**config.mk**
```make
export PLATFORM = sky130hd
export DESIGN_NAME = defuzzificador
export DESIGN_NICKNAME = d
export VERILOG_FILES = /design/src/rtl/fuzzy_pkg.sv /design/src/rtl/divisor_serial.sv /design/src/rtl/defuzzificador.sv
export SDC_FILE = /design/constraint.sdc
export NUM_CORES = 1
export LEC_CHECK = 0
export ABC_AREA = 1
export BUFFER_PORTS_ARGS = -buffer_cell sky130_fd_sc_hd__buf_4
export CAP_MARGIN = 0
export CORE_MARGIN = 3
export CORE_UTILIZATION = 51
export DETAILED_ROUTE_END_ITERATION = 12
export GPL_ROUTABILITY_DRIVEN = 0
export GPL_TIMING_DRIVEN = 0
export PLACE_DENSITY = 0.69
export REMOVE_ABC_BUFFERS = 1
export SETUP_SLACK_MARGIN = 0.2
export SLEW_MARGIN = 20
export SYNTH_ARGS = -nofsm -noshare
export SYNTH_HDL_FRONTEND = slang
export SYNTH_SLANG_ARGS = --single-unit
```
**constraint.sdc**
```tcl
create_clock -name clk -period 14.2 [get_ports clk]
set_input_delay 0.71 -clock clk [delete_from_list [all_inputs] [get_ports clk]]
set_output_delay 0.71 -clock clk [all_outputs]
set_load 0.01 [all_outputs]
```
**src/rtl/fuzzy_pkg.sv**
```systemverilog
// Shared types and widths for the interval type-2 fuzzy controller datapath.
// Centroid defaults and the Nie-Tan rule-weight helper live here.
package fuzzy_pkg;

  localparam int unsigned W_MF      = 8;
  localparam int unsigned W_PESO    = 9;
  localparam int unsigned W_DEN     = 11;
  localparam int unsigned W_NUM     = 19;
  localparam int unsigned DIV_ITERS = 19;
  localparam int unsigned W_CNT     = 5;

  localparam logic [W_MF-1:0] C1_DEFAULT  = 8'd40;
  localparam logic [W_MF-1:0] C2_DEFAULT  = 8'd128;
  localparam logic [W_MF-1:0] C3_DEFAULT  = 8'd220;
  localparam logic [W_MF-1:0] OUT_DEFAULT = 8'd128;

  typedef enum logic [1:0] {
    StIdle,
    StAccum,
    StDiv,
    StFim
  } state_e;

  // Nie-Tan rule weight: upper plus lower firing strength.
  function automatic logic [W_PESO-1:0] peso(input logic [W_MF-1:0] up,
                                             input logic [W_MF-1:0] low);
    return {1'b0, up} + {1'b0, low};
  endfunction

endpackage

```
**src/rtl/divisor_serial.sv**
```systemverilog
// Serial restoring divider, one quotient bit per clock, MSB first.
// The load edge performs the first iteration; pronto flags the cycle before the last edge.
module divisor_serial
  import fuzzy_pkg::*;
(
  input  logic             clk,
  input  logic             rst,
  input  logic             carrega,
  input  logic [W_NUM-1:0] dividendo,
  input  logic [W_DEN-1:0] divisor,
  output logic             ocupado,
  output logic             pronto,
  output logic [W_MF-1:0]  quociente
);

  logic [W_DEN-1:0] rem_q, rem_d, src_rem;
  logic [W_NUM-1:0] dvd_q, dvd_d, src_dvd;
  logic [W_DEN-1:0] dsr_q, src_dsr;
  logic [W_MF-1:0]  quo_q, quo_d, src_quo;
  logic [W_CNT-1:0] cnt_q, cnt_d;
  logic             busy_q, busy_d;
  logic [W_DEN:0]   trial;
  logic             ge;

  always_comb begin
    src_rem = carrega ? '0        : rem_q;
    src_dvd = carrega ? dividendo : dvd_q;
    src_dsr = carrega ? divisor   : dsr_q;
    src_quo = carrega ? '0        : quo_q;

    trial = {src_rem, src_dvd[W_NUM-1]};
    ge    = (trial >= {1'b0, src_dsr});
    rem_d = ge ? W_DEN'(trial - {1'b0, src_dsr}) : trial[W_DEN-1:0];
    dvd_d = {src_dvd[W_NUM-2:0], 1'b0};
    // Upper quotient bits are provably zero, so only the low byte is kept.
    quo_d = {src_quo[W_MF-2:0], ge};

    cnt_d  = carrega ? W_CNT'(1) : cnt_q + W_CNT'(1);
    busy_d = carrega | (busy_q & (cnt_q != W_CNT'(DIV_ITERS - 1)));
  end

  always_ff @(posedge clk) begin
    if (rst) begin
      rem_q  <= '0;
      dvd_q  <= '0;
      dsr_q  <= '0;
      quo_q  <= '0;
      cnt_q  <= '0;
      busy_q <= 1'b0;
    end else if (carrega || busy_q) begin
      rem_q  <= rem_d;
      dvd_q  <= dvd_d;
      dsr_q  <= src_dsr;
      quo_q  <= quo_d;
      cnt_q  <= cnt_d;
      busy_q <= busy_d;
    end
  end

  assign ocupado   = busy_q;
  assign pronto    = busy_q & (cnt_q == W_CNT'(DIV_ITERS - 1));
  assign quociente = quo_d;

endmodule

```
**src/rtl/defuzzificador.sv**
```systemverilog
// Nie-Tan type reduction plus centroid defuzzification for three rules.
// Serial accumulation of weights, then a serial division for the crisp output.
module defuzzificador
  import fuzzy_pkg::*;
#(
  parameter logic [W_MF-1:0] C1          = C1_DEFAULT,
  parameter logic [W_MF-1:0] C2          = C2_DEFAULT,
  parameter logic [W_MF-1:0] C3          = C3_DEFAULT,
  parameter logic [W_MF-1:0] DEFAULT_OUT = OUT_DEFAULT
) (
  input  logic            clk,
  input  logic            rst,
  input  logic            inicio,
  input  logic [W_MF-1:0] F_UP_1,
  input  logic [W_MF-1:0] F_UP_2,
  input  logic [W_MF-1:0] F_UP_3,
  input  logic [W_MF-1:0] F_LOW_1,
  input  logic [W_MF-1:0] F_LOW_2,
  input  logic [W_MF-1:0] F_LOW_3,
  output logic            ocupado,
  output logic            pronto,
  output logic [W_MF-1:0] saida
);

  state_e           state_q, state_d;
  logic [W_MF-1:0]  up1_q, up2_q, up3_q, low1_q, low2_q, low3_q;
  logic [1:0]       idx_q, idx_d;
  logic [W_NUM-1:0] num_q, num_d, num_soma, produto;
  logic [W_DEN-1:0] den_q, den_d, den_soma;
  logic             pronto_q, pronto_d;
  logic [W_MF-1:0]  saida_q, saida_d;
  logic             captura;

  logic [W_MF-1:0]   up_sel, low_sel, c_sel;
  logic [W_PESO-1:0] w_atual;

  logic             div_carrega, div_ocupado, div_pronto;
  logic [W_MF-1:0]  div_quociente;

  always_comb begin
    unique case (idx_q)
      2'd0:    begin up_sel = up1_q; low_sel = low1_q; c_sel = C1; end
      2'd1:    begin up_sel = up2_q; low_sel = low2_q; c_sel = C2; end
      default: begin up_sel = up3_q; low_sel = low3_q; c_sel = C3; end
    endcase
    w_atual  = peso(up_sel, low_sel);
    produto  = W_NUM'(w_atual) * W_NUM'(c_sel);
    num_soma = num_q + produto;
    den_soma = den_q + W_DEN'(w_atual);
  end

  always_comb begin
    state_d     = state_q;
    idx_d       = idx_q;
    num_d       = num_q;
    den_d       = den_q;
    pronto_d    = 1'b0;
    saida_d     = saida_q;
    captura     = 1'b0;
    div_carrega = 1'b0;
    unique case (state_q)
      StIdle: begin
        if (inicio) begin
          captura = 1'b1;
          num_d   = '0;
          den_d   = '0;
          idx_d   = 2'd0;
          state_d = StAccum;
        end
      end
      StAccum: begin
        num_d = num_soma;
        den_d = den_soma;
        idx_d = idx_q + 2'd1;
        if (idx_q == 2'd2) begin
          state_d = (den_soma == '0) ? StFim : StDiv;
        end
      end
      StDiv: begin
        // Divider loads on the first DIV edge, then runs until its pronto.
        div_carrega = ~div_ocupado;
        if (div_pronto) begin
          saida_d  = div_quociente;
          pronto_d = 1'b1;
          state_d  = StIdle;
        end
      end
      StFim: begin
        saida_d  = DEFAULT_OUT;
        pronto_d = 1'b1;
        state_d  = StIdle;
      end
      default: state_d = StIdle;
    endcase
  end

  always_ff @(posedge clk) begin
    if (rst) begin
      state_q  <= StIdle;
      idx_q    <= '0;
      num_q    <= '0;
      den_q    <= '0;
      pronto_q <= 1'b0;
      saida_q  <= '0;
      up1_q    <= '0;
      up2_q    <= '0;
      up3_q    <= '0;
      low1_q   <= '0;
      low2_q   <= '0;
      low3_q   <= '0;
    end else begin
      state_q  <= state_d;
      idx_q    <= idx_d;
      num_q    <= num_d;
      den_q    <= den_d;
      pronto_q <= pronto_d;
      saida_q  <= saida_d;
      if (captura) begin
        up1_q  <= F_UP_1;
        up2_q  <= F_UP_2;
        up3_q  <= F_UP_3;
        low1_q <= F_LOW_1;
        low2_q <= F_LOW_2;
        low3_q <= F_LOW_3;
      end
    end
  end

  divisor_serial u_divisor (
    .clk       (clk),
    .rst       (rst),
    .carrega   (div_carrega),
    .dividendo (num_q),
    .divisor   (den_q),
    .ocupado   (div_ocupado),
    .pronto    (div_pronto),
    .quociente (div_quociente)
  );

  assign ocupado = (state_q != StIdle);
  assign pronto  = pronto_q;
  assign saida   = saida_q;

endmodule
```
==> results of run 1 <==
synth_stat cells (5+ instances only):
cell      instances  area, sq um
nor3_1            5         25.0
xor2_1           13          114
nand2_1         327         1230
fa_1             35          701
nor2_1          175          657
nand3_1          92          460
nand4_1           9         56.3
o21bai_1          8         60.1
o21ai_0          81          405
clkbuf_1         37          139
o21ai_1           6         30.0
a21o_1            5         37.5
dfxtp_1         140         2800
a21oi_1          91          455
nand3b_1          6         45.0
mux2i_1           8         80.1
xnor2_1           5         43.8
inv_1           199          747
a22oi_1           6         45.0
or2_2             5         31.3
ha_1             85         1060
buf_2            10         50.1
layer usage:
layer,vias up,global-route usage,share of wire
met5,-,0,0
met3,25,0.0466,0.047
met4,0,0.0575,0.014
li1,4481,-,-
met2,185,0.364,0.45
met1,3837,0.306,0.49
worst max-delay path: cells and delay by family (launching register included):
kind / cells / cell delay [ns]
adder cells (fa/ha/maj): 7 / 3.36
AO/OA/AOI/OAI: 7 / 1.13
buffers and inverters: 7 / 1.05
XOR/XNOR: 2 / 0.64
AND/OR/NAND/NOR: 6 / 0.59
flip-flops: 1 / 0.33
worst max-delay path by stage:
stage / startpoint / end / depth (start not counted)
floorplan: idx_q[0] / num_q[11] / 25
global placement: idx_q[0] / num_q[16] / 31
detailed placement: idx_q[0] / num_q[16] / 29
CTS: idx_q[0] / num_q[16] / 29
global route: idx_q[0] / num_q[16] / 29
finish: idx_q[0] / num_q[16] / 29
power by group through the flow:
stage / registers (mW) / logic [mW] / clock network, mW
after floorplan: 0.447 / 0.659 / 0
after global placement: 0.457 / 0.820 / 0
after detailed placement: 0.459 / 0.842 / 0
after CTS: 0.450 / 0.852 / 0.463
after global routing: 0.454 / 0.999 / 0.481
final: 0.451 / 0.847 / 0.455
sequential cells by signal, indices dropped and copies added, names as in the netlist:
| name | count |
|---|---|
| u_divisor.ocupado | 1 |
| idx_q | 2 |
| u_divisor.cnt_q | 5 |
| u_divisor.dvd_q | 16 |
| low2_q | 8 |
| low1_q | 8 |
| saida | 8 |
| low3_q | 8 |
| pronto | 1 |
| u_divisor.dsr_q | 11 |
| up2_q | 8 |
| den_q | 11 |
| state_q | 2 |
| up1_q | 8 |
| num_q | 17 |
| up3_q | 8 |
| u_divisor.quo_q | 7 |
| u_divisor.rem_q | 11 |
cells by family after synthesis:
| kind of cell | count (synthesis) | synth area share |
|---|---|---|
| and+or+nand+nor | 631 | 0.270 |
| muxes | 8 | 0.00839 |
| DFF | 140 | 0.294 |
| AOI/OAI and AO/OA | 216 | 0.124 |
| xor gates and xnor gates | 18 | 0.0165 |
| adders and majority gates | 120 | 0.185 |
| buffers and inverters | 254 | 0.103 |
cell type report:
class                           count  area [sq um]  area share
Multi-Input combinational cell    993          5780       0.538
Sequential cell                   140          2800       0.261
Inverter                          204           768      0.0714
Timing Repair Buffer               64           515      0.0479
Clock buffer                       18           439      0.0408
Tap cell                          229           287      0.0266
Clock inverter                     14           155      0.0144
==> results_dict.tcl, run 1 <==
set metrics [dict create \
    status "finished clean" \
    r2r-start "idx_q[0]" \
    max_stage_delay_ns 0.71 \
    placedCellCount 1630 \
    slew-limit-headroom 0.454 \
    min_to "low2_q[1]" \
    whs_ns 0.452 \
    yosysUniqueCellTypes 42 \
    layout_common_cells "327 x nand2_1, 199 x inv_1, 171 x nor2_1" \
    switchingPower_uw 757 \
    yosysWarnings 0 \
    postCtsSetupBuffers 0 \
    power_leakage_nw 5.61 \
    finalNonFillerCells 1662 \
    setup_tns_ns 0 \
    worstRegToRegCells 29 \
    period_share 0.506 \
    r2r_end "num_q[16]" \
    antenna_left 0 \
    critPathSlowestCell "ha_1" \
    synth-seq-area-share 0.294 \
    synth_area_sq_um 9550 \
    switching_share 0.432 \
    r2r_slack_ns 7.02 \
    async_reset_ff_frac 0 \
    end_kind "flop" \
    track_usage 0.224 \
    finClkSkew_ns 0.00863 \
    p_per_area_nw_per_um2 163 \
    synth_edf_count 0 \
    start_util 0.526 \
    viasPerCell 5.13 \
    slew_violations 0 \
    grt_max_degree 80 \
    die_h_um 143 \
    cts_num_sinks 140 \
    worstPathMaxFanout 18 \
    antenna_found_initial 0 \
    fmax_mhz 139 \
    die_area_sq_um 20400 \
    final_common_cell "nand2_1" \
    clk_pin_slew_ns 0.06 \
    clockPowerShare 0.260 \
    period_minus_slack_ns 7.18 \
    clkLatencyLatePin_ns 0.44 \
    area_delta_synth_final_pct 12.6 \
    intPower_uw 996 \
    cts_resized 0 \
    tightest_slew_ns 0.818 \
    setup_violations 0 \
    routed_wire_length_per_instance_um 13.1 \
    nFillCells 1741 \
    place_area_sq_um 10200 \
    cp_data_arrival_time_ns 7.55 \
    htreeDepth 4 \
    layout_setup_ws_ns 7.02 \
    worstSetupPathType "flop to flop" \
    critPathLaunchType "flop" \
    cts_hold_buf 0 \
    rsz0062_at_grt "no" \
    grt_pass1_wl_mm 37.5 \
    synth_ff_type "dfxtp_1" \
    postSynthAreaPerCell_sq_um 6.88 \
    critPathRequiredTime_ns 14.56 \
    ys_ff_latch 140 \
    crit_top_cell "inv_1" \
    utilization 0.593 \
    drive_gt1_frac 0.0851 \
    die_w_um 143 \
    pwr-share-comb 0.483 \
    first_pass_iters 6 \
    nNetsFinal 1591 \
    numPortBuffers 60 \
    ios 61 \
    final_area_sq_um 10800 \
    cts.root.buffer_cell "clkbuf_16" \
    max_cap_violations 0 \
    grt-ovfl-total 0 \
    dpl.hpwl_mm 15.9 \
    routed_wl_mm 21.8 \
    holdPathStages 2 \
    syn_inst 1387 \
    power_mw 1.75 \
    diodes 0 \
    detail_route.iter0.violations 467 \
    cts_buffers 17 \
    hp-start "low2_q[1]" \
    vias 8528 \
    seqPwrFrac 0.257 \
    hold_path_class "flop to flop" \
    post-place-ws_ns 7.06 \
    finalHoldViolations 0 \
    ir_drop_v 0.000110 \
    clockBufferDepth 2 \
    cts_tree "yes" \
    core_area_sq_um 18100 \
    rows 49 \
    grt_pass1_vias 8054 \
    drc 0 \
]
Power figures use the tool's default switching activity.
==> run 2: changes to the inputs <==
--- a/config.mk
+++ b/config.mk
@@ -5,7 +5,7 @@
 export SDC_FILE = /design/constraint.sdc
 export NUM_CORES = 1
 export LEC_CHECK = 0
-export ABC_AREA = 1
+export ABC_AREA = 0
 export BUFFER_PORTS_ARGS = -buffer_cell sky130_fd_sc_hd__buf_4
 export CAP_MARGIN = 0
 export CORE_MARGIN = 3
@@ -13,7 +13,7 @@
 export DETAILED_ROUTE_END_ITERATION = 12
 export GPL_ROUTABILITY_DRIVEN = 0
 export GPL_TIMING_DRIVEN = 0
-export PLACE_DENSITY = 0.69
+export PLACE_DENSITY = 0.72
 export REMOVE_ABC_BUFFERS = 1
 export SETUP_SLACK_MARGIN = 0.2
 export SLEW_MARGIN = 20
==> constraint.sdc (replaced) <==
create_clock -name clk -period 5.9 [get_ports clk]
set_input_delay 0.295 -clock clk [delete_from_list [all_inputs] [get_ports clk]]
set_output_delay 0.295 -clock clk [all_outputs]
set_load 0.01 [all_outputs]
==> run 2 against run 1 <==
Largest cell class unchanged. Critical endpoint is now num_q[18]. Global-route usage up 0.73 points. The run now ends with negative setup slack left. Sequential cell count unchanged. Power rose to 3.4 times the previous value. Routed wire length up 9.9%. First-iteration DRC count up 9.2%.
==> results_dict.tcl, run 2 <==
set metrics [dict create \
    cts_num_sinks 140 \
    slew_violations 0 \
    cts_hold_buf 0 \
    synthMuxAreaShare 0.0241 \
    viasPerCell 5.54 \
    antenna_left 0 \
    core_area_sq_um 17500 \
    critPathRequiredTime_ns 6.22 \
    largest_register_ffs 17 \
    vias 8250 \
    grt_max_degree 142 \
    ios 61 \
    grt_pass1_vias 7953 \
    die_area_sq_um 19800 \
    postSynthAreaPerCell_sq_um 7.87 \
    yosysWarnings 0 \
    top_regs "num_q x17, u_divisor.dvd_q x16" \
    tightest_slew_ns 1.12 \
    synth_top_family_by_area "simple AND/OR/NAND/NOR gates" \
    setup_violations 3 \
    slew-limit-headroom 0.252 \
    yosys.area_share.simple 0.208 \
    ys_ff_latch 140 \
    synth_area_sq_um 9240 \
    clk_pin_slew_ns 0.07 \
    setup_tns_ns -0.256 \
    power_leakage_nw 5.06 \
    worstRegToRegCells 29 \
    worstSetupPathType "flop to flop" \
    diodes 0 \
    area_delta_synth_final_pct 25.3 \
    routed_wire_length_per_instance_um 16.0 \
    drc 0 \
    grt-ovfl-total 0 \
    critPathSlowestCell "fa_2" \
    synth_ff_type "dfxtp_1" \
    numPortBuffers 60 \
    synthAdderAreaFrac 0.191 \
    synth-seq-area-share 0.303 \
    p_per_area_nw_per_um2 515 \
    finalHoldViolations 0 \
    antenna_found_initial 0 \
    synth_top_area_frac 0.303 \
    layout_setup_ws_ns -0.132 \
    clkLatencyLatePin_ns 0.43 \
    synth_top_area_cell "dfxtp_1" \
    end_kind "flop" \
    top_register "num_q" \
    post-synth-top-count-cell "nand2_1" \
    start_util 0.527 \
    clockBufferDepth 2 \
    critPathLaunchType "flop" \
    fmax_mhz 166 \
    cts.root.buffer_cell "clkbuf_16" \
    die_w_um 141 \
    crit_top_cell "ha_4" \
    utilization 0.660 \
    htreeDepth 4 \
    ys_top_cells_by_area "dfxtp_1 30%, ha_1 12%, nand2_1 8.2%" \
    cts_buffers 17 \
    period_minus_slack_ns 6.03 \
    async_reset_ff_frac 0 \
    holdPathStages 3 \
    drive_gt1_frac 0.225 \
    rsz0062_at_grt "yes" \
    violations "negative setup slack" \
    final_common_cell "nand2_1" \
    die_h_um 141 \
    place_area_sq_um 9800 \
    period_share 1.02 \
    grt_pass1_wl_mm 37.8 \
    ir_drop_v 0.000422 \
    synth_common_cells "202 x nand2_1, 140 x dfxtp_1, 129 x nor2_1" \
    cp_data_arrival_time_ns 6.35 \
    synth_compound_area_frac 0.174 \
    hold_path_class "input port to flop" \
    routed_wl_mm 23.9 \
    status "finished, violations left" \
    dpl.hpwl_mm 14.4 \
    synth_edf_count 0 \
    nNetsFinal 1423 \
    rows 48 \
    detail_route.iter0.violations 510 \
    cts_tree "yes" \
    syn_inst 1174 \
    track_usage 0.232 \
    worstPathMaxFanout 8 \
    yosysUniqueCellTypes 66 \
    nFillCells 1383 \
    max_stage_delay_ns 0.49 \
    final_area_sq_um 11600 \
    max_cap_violations 0 \
    finClkSkew_ns 0.0116 \
    first_pass_iters 5 \
    synth_xor_area_frac 0.0351 \
    layout_common_cells "193 x nand2_1, 137 x dfxtp_1, 114 x nor2_1" \
]
[run 2: power breakdown]
part,internal (mW),total (mW),leakage [nW],switching (mW)
clock,0.567,1.01,0.275,0.441
combinational,1.74,3.81,3.64,2.08
sequential,1.05,1.14,1.14,0.0933
[run 2: cells by family after synthesis]
| logic type | Yosys count |
|---|---|
| AND/OR/NAND/NOR | 443 |
| AO/OA/AOI/OAI | 257 |
| multiplexers | 22 |
| XOR/XNOR | 37 |
| adder cells (fa/ha/maj) | 120 |
| buffers and inverters | 155 |
| flip-flops | 140 |
[run 2: final cells by class]
class                      count  area [sq um]  area share
multi-input combinational    879          6560       0.567
tap                          225           282      0.0243
sequential                   140          2810       0.243
clock buffer                  19           453      0.0391
inverter                      90           343      0.0296
timing repair buffer         124          1030      0.0886
clock inverter                13           105     0.00908
[run 2: per-layer routing]
| metal | global-route usage | vias to the layer above | part of all wire |
|---|---|---|---|
| li1 | - | 4112 | - |
| met1 | 0.295 | 3838 | 0.44 |
| met2 | 0.388 | 231 | 0.49 |
| met3 | 0.0386 | 69 | 0.041 |
| met4 | 0.0979 | 0 | 0.031 |
| met5 | 0 | - | 0 |
[run 2: through the flow]
stage | power [mW] | instances | hold slack (ns) | setup WS (ns)
floorplan | 2.97 | 1109 | 0.364 | -1.22
finish | 5.97 | 1490 | 0.107 | -0.132
detailed placement | 3.51 | 1398 | 0.447 | -1.81
CTS | 5.40 | 1472 | 0.0976 | -0.0439
global placement | 3.44 | 1394 | 0.442 | -2.81
global route | 6.37 | 1490 | 0.115 | -0.300
[run 2: worst paths after layout]
check	slack (ns)	start	endpoint
hold / removal	0.11	F_UP_1[3]	up1_q[3]
setup / recovery	-0.13	idx_q[0]	num_q[18]
hold reg to reg	0.45	up1_q[4]	up1_q[4]
setup reg to reg	-0.13	idx_q[0]	num_q[18]
[run 2: repair_timing]
action / CTS / global route
pin swaps: 73 / 64
setup endpoints to repair: 14 / 11
resized for setup: 109 / 56
setup buffers: 42 / 18
[run 2: worst max-delay path, delay by kind of cell, from the launching register on]
family	cells	cell delay (ns)
simple gates	9	1.21
xor+xnor	1	0.16
flops	1	0.39
fa+ha+maj	7	2.49
compound gates	5	1.01
buf+inv	7	0.64
==> run 3: changes to the inputs <==
--- a/config.mk
+++ b/config.mk
@@ -14,7 +14,6 @@
 export GPL_ROUTABILITY_DRIVEN = 0
 export GPL_TIMING_DRIVEN = 0
 export PLACE_DENSITY = 0.72
-export REMOVE_ABC_BUFFERS = 1
 export SETUP_SLACK_MARGIN = 0.2
 export SLEW_MARGIN = 20
 export SYNTH_ARGS = -nofsm -noshare
==> run 3 against run 2 <==
The flow still finishes with violations (negative setup slack). Combinational power grew 4%. Count of clock-buffer cells in the layout down 2. First-iteration DRC count increased by 15%. Clock power about the same. Critical path type unchanged. Critical endpoint unchanged. Largest cell class unchanged. Highest routed layer unchanged.
==> results_dict.tcl, run 3 (same netlist as run 2, synthesis figures left out) <==
set metrics [dict create \
    critPathSlowestCell "fa_1" \
    rows 48 \
    final_common_cell "nand2_1" \
    dpl.hpwl_mm 18.8 \
    tightest_slew_ns 0.747 \
    fmax_mhz 160 \
    power_mw 6.14 \
    numPortBuffers 59 \
    finalHoldViolations 0 \
    core_area_sq_um 17500 \
    largest_register_ffs 17 \
    grt-ovfl-total 0 \
    max_cap_violations 0 \
    top_regs "num_q x17, u_divisor.dvd_q x16" \
    slew_violations 0 \
    finClkSkew_ns 0.0114 \
    cts.root.buffer_cell "clkbuf_16" \
    track_usage 0.272 \
    status "finished, violations left" \
    p_per_area_nw_per_um2 521 \
    cts_tree "yes" \
    drc 0 \
    layout_setup_ws_ns -0.366 \
    nNetsFinal 1480 \
    antenna_left 0 \
    crit_top_cell "ha_4" \
    die_w_um 141 \
    layout_common_cells "194 x nand2_1, 138 x dfxtp_1, 115 x nor2_1" \
    final_area_sq_um 11800 \
    worstPathMaxFanout 5 \
    max_stage_delay_ns 0.49 \
    detail_route.iter0.violations 585 \
    die_area_sq_um 19800 \
    period_share 1.06 \
    r2r_slack_ns -0.37 \
    cts_num_sinks 140 \
    clk_pin_slew_ns 0.06 \
    critPathLaunchType "flop" \
    clkLatencyLatePin_ns 0.43 \
    diodes 0 \
    hold_path_class "input port to flop" \
    ir_drop_v 0.000967 \
    ios 61 \
    setup_violations 8 \
    period_minus_slack_ns 6.27 \
    htreeDepth 4 \
    die_h_um 141 \
    antenna_found_initial 0 \
    viasPerCell 5.67 \
    clockBufferDepth 2 \
    first_pass_iters 5 \
    routed_wire_length_per_instance_um 17.8 \
    cp_data_arrival_time_ns 6.58 \
    slew-limit-headroom 0.502 \
    power_leakage_nw 5.20 \
    drive_gt1_frac 0.208 \
    synth_fp_nets 1345 \
    place_area_sq_um 10300 \
    cts_buffers 17 \
    grt_max_degree 17 \
    vias 8762 \
    rsz0062_at_grt "yes" \
    top_register "num_q" \
    area_delta_synth_final_pct 27.7 \
    whs_ns 0.113 \
    grt_pass1_vias 8286 \
    critPathRequiredTime_ns 6.22 \
    end_kind "flop" \
    worstSetupPathType "flop to flop" \
    grt_pass1_wl_mm 43.0 \
    violations "negative setup slack" \
    start_util 0.527 \
    routed_wl_mm 27.6 \
    cts_hold_buf 0 \
]
run 3: cell types whose count changed in the layout (fill, tap and decap cells not counted), sizes merged:
cell / delta
clkinv: -3
bufinv: +1
inv: -2
buf: +7
clkbuf: +48
clkinvlp: +4
run 3: power by group:
group          internal [mW]  switching, mW
Combinational           1.80           2.18
Clock                  0.577          0.438
Sequential              1.05         0.0950
run 3: worst max-delay path, delay by kind of cell, from the launching register on:
kind / cells / cell delay [ns]
and+or+nand+nor: 3 / 0.51
buffers and inverters: 6 / 0.60
xor gates and xnor gates: 2 / 0.42
DFF: 1 / 0.35
AOI/OAI and AO/OA: 10 / 1.90
adders and majority gates: 7 / 2.34
run 3: metrics by stage:
stage	setup slack, ns	setup TNS [ns]	instances	utilization
after detailed placement	-0.843	-7.04	1458	0.586
after floorplan	0.0554	0	1174	-
final	-0.366	-1.79	1545	0.672
after global routing	-0.554	-3.68	1545	0.672
after CTS	-0.223	-0.798	1533	0.660
after global placement	-0.783	-6.40	1458	0.586
run 3: what timing repair did:
item / 4_1_cts / 5_1_grt
setup buffers: 43 / 12
cloned: 2 / 0
resized for setup: 80 / 31
endpoints found under the setup margin: 12 / 12
pin swaps: 57 / 23
run 3: area by class of cell:
cell class                      instances  area [sq um]
Multi-Input combinational cell        879          6540
Fill cell                            1442          5750
Sequential cell                       140          2810
Timing Repair Buffer                  116           912
Clock buffer                           17           425
Buffer                                 65           357
Inverter                               90           345
Tap cell                              225           282
Clock inverter                         13           121
run 3: routing by layer:
| layer | share of wire | vias to the layer above | track usage |
|---|---|---|---|
| li1 | - | 4229 | - |
| met1 | 0.44 | 4174 | 0.378 |
| met2 | 0.47 | 308 | 0.438 |
| met3 | 0.071 | 51 | 0.0498 |
| met4 | 0.017 | 0 | 0.0709 |
| met5 | 0 | - | 0 |
run 3: path summary, 6_finish.rpt:
path              from   endpoint  cells after the start
max           idx_q[1]  num_q[18]                     28
min          F_UP_2[2]   up2_q[2]                      3
max reg2reg   idx_q[1]  num_q[18]                     28
min reg2reg   up1_q[2]   up1_q[2]                      2
